## src/rtl/fetch_pc_gen.sv

```systemverilog
// fetch_pc_gen: fetch PC register with direct-mapped BTB next-PC prediction
module fetch_pc_gen #(
  parameter int ADDR_W = 32,
  parameter int BTB_ENTRIES = 16,
  parameter logic [ADDR_W-1:0] RESET_PC = '0
) (
  input  logic              clk,
  input  logic              rst,
  input  logic              stall,
  input  logic              pred_taken,
  input  logic              redirect_valid,
  input  logic [ADDR_W-1:0] redirect_pc,
  input  logic              update_valid,
  input  logic [ADDR_W-1:0] update_pc,
  input  logic [ADDR_W-1:0] update_target,
  input  logic              update_taken,
  output logic [ADDR_W-1:0] fetch_pc,
  output logic              fetch_valid,
  output logic              fetch_pred_taken,
  output logic [ADDR_W-1:0] fetch_pred_target
);
  localparam int IDX_W = $clog2(BTB_ENTRIES);
  localparam int TAG_W = ADDR_W - IDX_W - 2;
  logic [BTB_ENTRIES-1:0] valid_q;
  logic [TAG_W-1:0]       tag_q [BTB_ENTRIES];
  logic [ADDR_W-1:0]      tgt_q [BTB_ENTRIES];
  logic [ADDR_W-1:0]      pc_q, pc_d;
  logic                   fv_q;
  logic [IDX_W-1:0]       rd_idx, wr_idx;
  logic                   hit, wr_en;
  assign rd_idx = pc_q[IDX_W+1:2];
  assign wr_idx = update_pc[IDX_W+1:2];
  assign wr_en = update_valid & update_taken;
  assign hit = valid_q[rd_idx] & (tag_q[rd_idx] == pc_q[ADDR_W-1:IDX_W+2]);
  assign fetch_pc = pc_q;
  assign fetch_valid = fv_q;
  assign fetch_pred_taken = hit & pred_taken;
  assign fetch_pred_target = fetch_pred_taken ? tgt_q[rd_idx] : pc_q + ADDR_W'(4);
  // next PC: redirect beats stall; PC holds on the first cycle out of reset
  always_comb begin
    pc_d = redirect_valid ? redirect_pc : (stall | ~fv_q) ? pc_q : fetch_pred_target;
  end
  // PC, fetch-valid and BTB valid bits; reset overrides everything
  always_ff @(posedge clk) begin
    if (rst) begin
      pc_q <= RESET_PC;
      fv_q <= 1'b0;
      valid_q <= '0;
    end else begin
      pc_q <= pc_d;
      fv_q <= 1'b1;
      if (wr_en) valid_q[wr_idx] <= 1'b1;
    end
  end
  // BTB tag/target storage; only taken branches allocate
  always_ff @(posedge clk) begin
    if (wr_en) begin
      tag_q[wr_idx] <= update_pc[ADDR_W-1:IDX_W+2];
      tgt_q[wr_idx] <= update_target;
    end
  end
endmodule

```

## config.mk

```make
export PLATFORM = sky130hd
export DESIGN_NAME = fetch_pc_gen
export DESIGN_NICKNAME = d
export VERILOG_FILES = /design/src/rtl/fetch_pc_gen.sv
export SDC_FILE = /design/constraint.sdc
export NUM_CORES = 1
export LEC_CHECK = 0
export CORE_ASPECT_RATIO = 2
export CORE_MARGIN = 4
export CORE_UTILIZATION = 54
export DETAILED_ROUTE_END_ITERATION = 8
export GPL_ROUTABILITY_DRIVEN = 0
export PLACE_DENSITY = 0.75
export SLEW_MARGIN = 5
export SYNTH_ARGS = -nofsm -noshare
export SYNTH_HDL_FRONTEND = slang
export SYNTH_SLANG_ARGS = --single-unit
```

## constraint.sdc

```tcl
create_clock -name clk -period 6.2 [get_ports clk]
set_clock_uncertainty 0.05 [all_clocks]
set_input_delay 0.93 -clock clk [delete_from_list [all_inputs] [get_ports clk]]
set_output_delay 0.93 -clock clk [all_outputs]
set_load 0.01 [all_outputs]
```

==> key figures <==
Run status
  • Status: finished, violations left
  • Failing checks: DRC

Floorplanning
  • Die Y: 388 µm
  • Row count: 139
  • Core box area: 71700 µm²
  • Die area: 76900 µm²
  • # IOs: 169
  • Initial Utilization: 0.545
  • Die Width: 198 µm

Finish
  • Commonest cells after routing, fill and taps aside: edfxtp_1 (928), mux4_2 (250), clkdlybuf4s50_1 (165), clkbuf_16 (84), mux2i_1 (68)
  • Sequential cell area: 28900 µm²
  • Nets: 2213
  • Layout cells sized above 1: 0.238
  • P&R area growth vs syn: 15.0%
  • Multi-input logic area: 9630 µm²
  • Most common cell after layout, fill and taps aside: edfxtp_1
  • Fillers: 4779
  • Post-route cell area: 44900 µm²

Synth
  • Syn_area_per_cell: 20.5 µm²
  • Yosys cell types: 64
  • Post-synthesis cell count: 1900
  • Sequential fraction of the synthesis area: 0.741
  • Ys async rst share: 0
  • FF+latch count, synth: 981
  • Commonest register cell after synthesis: edfxtp_1
  • Mapped cell area: 39000 µm²
  • Post-synth EDFFs: 928
  • Post-Syn Nets: 2004
  • Yosys warning total: 0

Drt
  • DRT iter0 DRCs: 2728
  • Routed vias: 20400
  • Drt pass-1 iters: 7
  • Remaining DRCs: 2
  • Vias per cell: 6.58
  • Routed WL: 101 mm
  • Detail Route Antenna Nets: 0
  • Routed WL per cell: 32.7 µm

Global routing
  • Global route total overflow: 0
  • Tot GR Track Use: 0.262
  • Vias in the first global route: 20900
  • Global-route wire length before repair: 145 mm
  • Largest net degree at the start of global routing: 60
  • Antenna violations before repair: 6

STA
  • Relative slew slack: 0.266
  • Fin Setup TNS: 0 ns
  • Endpoints failing hold: 0
  • Pins Over Slew Limit: 0
  • Worst Slack Setup Final: 0.141 ns
  • Setup-failing EPs final: 0
  • Tcrit/Tclk final: 0.977
  • RSZ-0062 raised after global routing: no
  • Fmax: 165 MHz
  • Period minus WS final: 6.06 ns
  • Worst Tran Pin Value: 1.10 ns

Setup path
  • Slowest cell on crit path: dfxtp_4
  • CP delay by family, top: buffers and inverters
  • Crit path capture type: primary output
  • Worst path cell trace: buf_12 > mux2i_1 > mux4_2 > xnor2_1 > a211oi_1 > a221oi_1 > nor4_2 > nand4_4 > buf_6 > a21oi_1 > clkdlybuf4s50_1
  • Crit path largest cell delay: 0.68 ns
  • Worst EP required: 5.22 ns
  • Data arrival, critical path: 5.08 ns
  • CP Launch Type: register
  • WP buf/inv: 3
  • WS Path Type: reg -> out
  • Worst-path fanout max: 45

Clock tree
  • Clk buf depth: 3
  • CTS clock-pin slew for the worst setup and hold paths: 0.07 ns
  • Clk sinks: 981
  • H-tree Lvls: 3
  • Clk Latency, worst-skew pair: 0.64 ns
  • Clk root buf: clkbuf_16
  • Hold buffers post-CTS: 0
  • CTS tree: built
  • CTS Buf Count: 78

Worst hold path
  • Worst hold-check path type: reg -> reg

Pwr
  • Cell Pwr Density: 306 nW/µm²
  • Leakage power: 14.2 nW
  • Maximum vdd ir drop: 0.201 mV

Placed design
  • Detailed-placement wirelength estimate: 60.6 mm
  • Post-DP Area: 42000 µm²
  • Pre-CTS setup slack: 0.617 ns
  • # port buffers: 166

Run
  • Max-cap violations: 0
[report_power, final]
group / leakage (nW) / internal, mW / total, mW / switching [mW]
clock network: 1.32 / 2.94 / 5.25 / 2.31
registers: 8.80 / 7.33 / 7.41 / 0.0812
logic: 4.04 / 0.484 / 1.05 / 0.562
total: 14.2 / 10.8 / 13.7 / 2.95
[Yosys cell counts (4+ instances only)]
cell      instances  area share
nor4_1            4     0.00064
o21ai_0           8      0.0010
mux2i_1          68       0.017
mux4_2          250        0.14
buf_2            32      0.0041
a31oi_1           8      0.0013
nor3_1           13      0.0017
buf_1             4     0.00038
o21a_1            7      0.0013
a22o_1            6      0.0013
mux2_2           21      0.0061
and2_1            5     0.00080
nor2b_1           9      0.0014
buf_6            10      0.0029
a21o_1           26      0.0050
or3_1             4     0.00064
clkbuf_1         59      0.0057
buf_4             6      0.0012
nand3_1          44      0.0056
a211oi_1          6      0.0012
nand2b_1          8      0.0013
a21oi_1          41      0.0053
xor2_1           11      0.0025
xnor2_1          41      0.0092
nor2_1           60      0.0058
nand4_1          14      0.0022
edfxtp_1        928        0.71
mux2_4           17      0.0065
nand2_1          59      0.0057
a22oi_1           9      0.0017
dfxtp_1          53       0.027
o22ai_1           5     0.00080
inv_1             6     0.00058
a221oi_1          5      0.0011
and3_1           10      0.0016
[final cells by class]
type / instances / share of cell area
Sequential cell: 981 / 0.645
Multi-Input combinational cell: 800 / 0.215
Timing Repair Buffer: 240 / 0.0536
Clock buffer: 94 / 0.0477
Tap cell: 916 / 0.0256
Clock inverter: 52 / 0.0124
Inverter: 8 / 0.000697
Antenna cell: 3 / 0.000167
[metal layers]
| metal | wire length [µm] | vias to the layer above | share of wire | GRT usage |
|---|---|---|---|---|
| met1 | 35200 | 10700 | 0.35 | 0.337 |
| li1 | - | 8261 | - | - |
| met2 | 52700 | 1172 | 0.52 | 0.447 |
| met5 | 72 | - | 0.00071 | 0 |
| met4 | 4590 | 10 | 0.045 | 0.0992 |
| met3 | 8380 | 229 | 0.083 | 0.0485 |
[final timing paths]
| path | cells after the start | to | startpoint | slack [ns] |
|---|---|---|---|---|
| worst max-delay path | 11 | fetch_pred_target[7] | register | 0.14 |
| worst min-delay path | 1 | valid_q[8] | valid_q[8] | 0.43 |
| worst max register to register | 11 | register | register | 1.98 |
| worst min register to register | 1 | valid_q[8] | valid_q[8] | 0.43 |
[cell families after synthesis]
group           after synthesis  synth area share
simple gates                252            0.0329
mux                         357             0.175
xor+xnor                     52            0.0117
fa+ha+maj                     1          0.000321
compound gates              138            0.0241
flops                       981             0.741
buf+inv                     119            0.0150
[repair_timing]
action	in CTS	in global routing
cloned	0	0
hold endpoints to repair	0	0
endpoints found under the setup margin	28	23
resized for setup	0	3
setup buffers	2	2
[registers in the layout, summed over array words and instances (netlist names), named ones only]
| register | count |
|---|---|
| tag_q | 416 |
| fetch_valid | 1 |
| valid_q | 16 |
| fetch_pc | 32 |
| tgt_q | 512 |
[worst reg2reg max path: stages (launching register included)]
cell,delay (ns)
dfxtp_4,0.68
buf_12,0.29
mux2i_1,0.12
mux4_2,0.49
xnor2_1,0.19
a211oi_1,0.50
a221oi_1,0.27
nor4_2,0.50
nand4_4,0.12
buf_6,0.29
mux2_2,0.42
a21o_1,0.18
[stage by stage]
stage / utilization / hold WS, ns / cells / power, mW
5_1_grt: 0.626 / 0.447 / 3092 / 14.1
3_3_place_gp: 0.587 / 0.391 / 2941 / 8.54
4_1_cts: 0.625 / 0.424 / 3089 / 13.7
6_report: 0.626 / 0.425 / 3094 / 13.7
2_1_floorplan: - / 0.385 / 1900 / 8.12
3_5_place_dp: 0.587 / 0.408 / 2941 / 8.58
No activity file was read; power rests on OpenSTA's default activity.
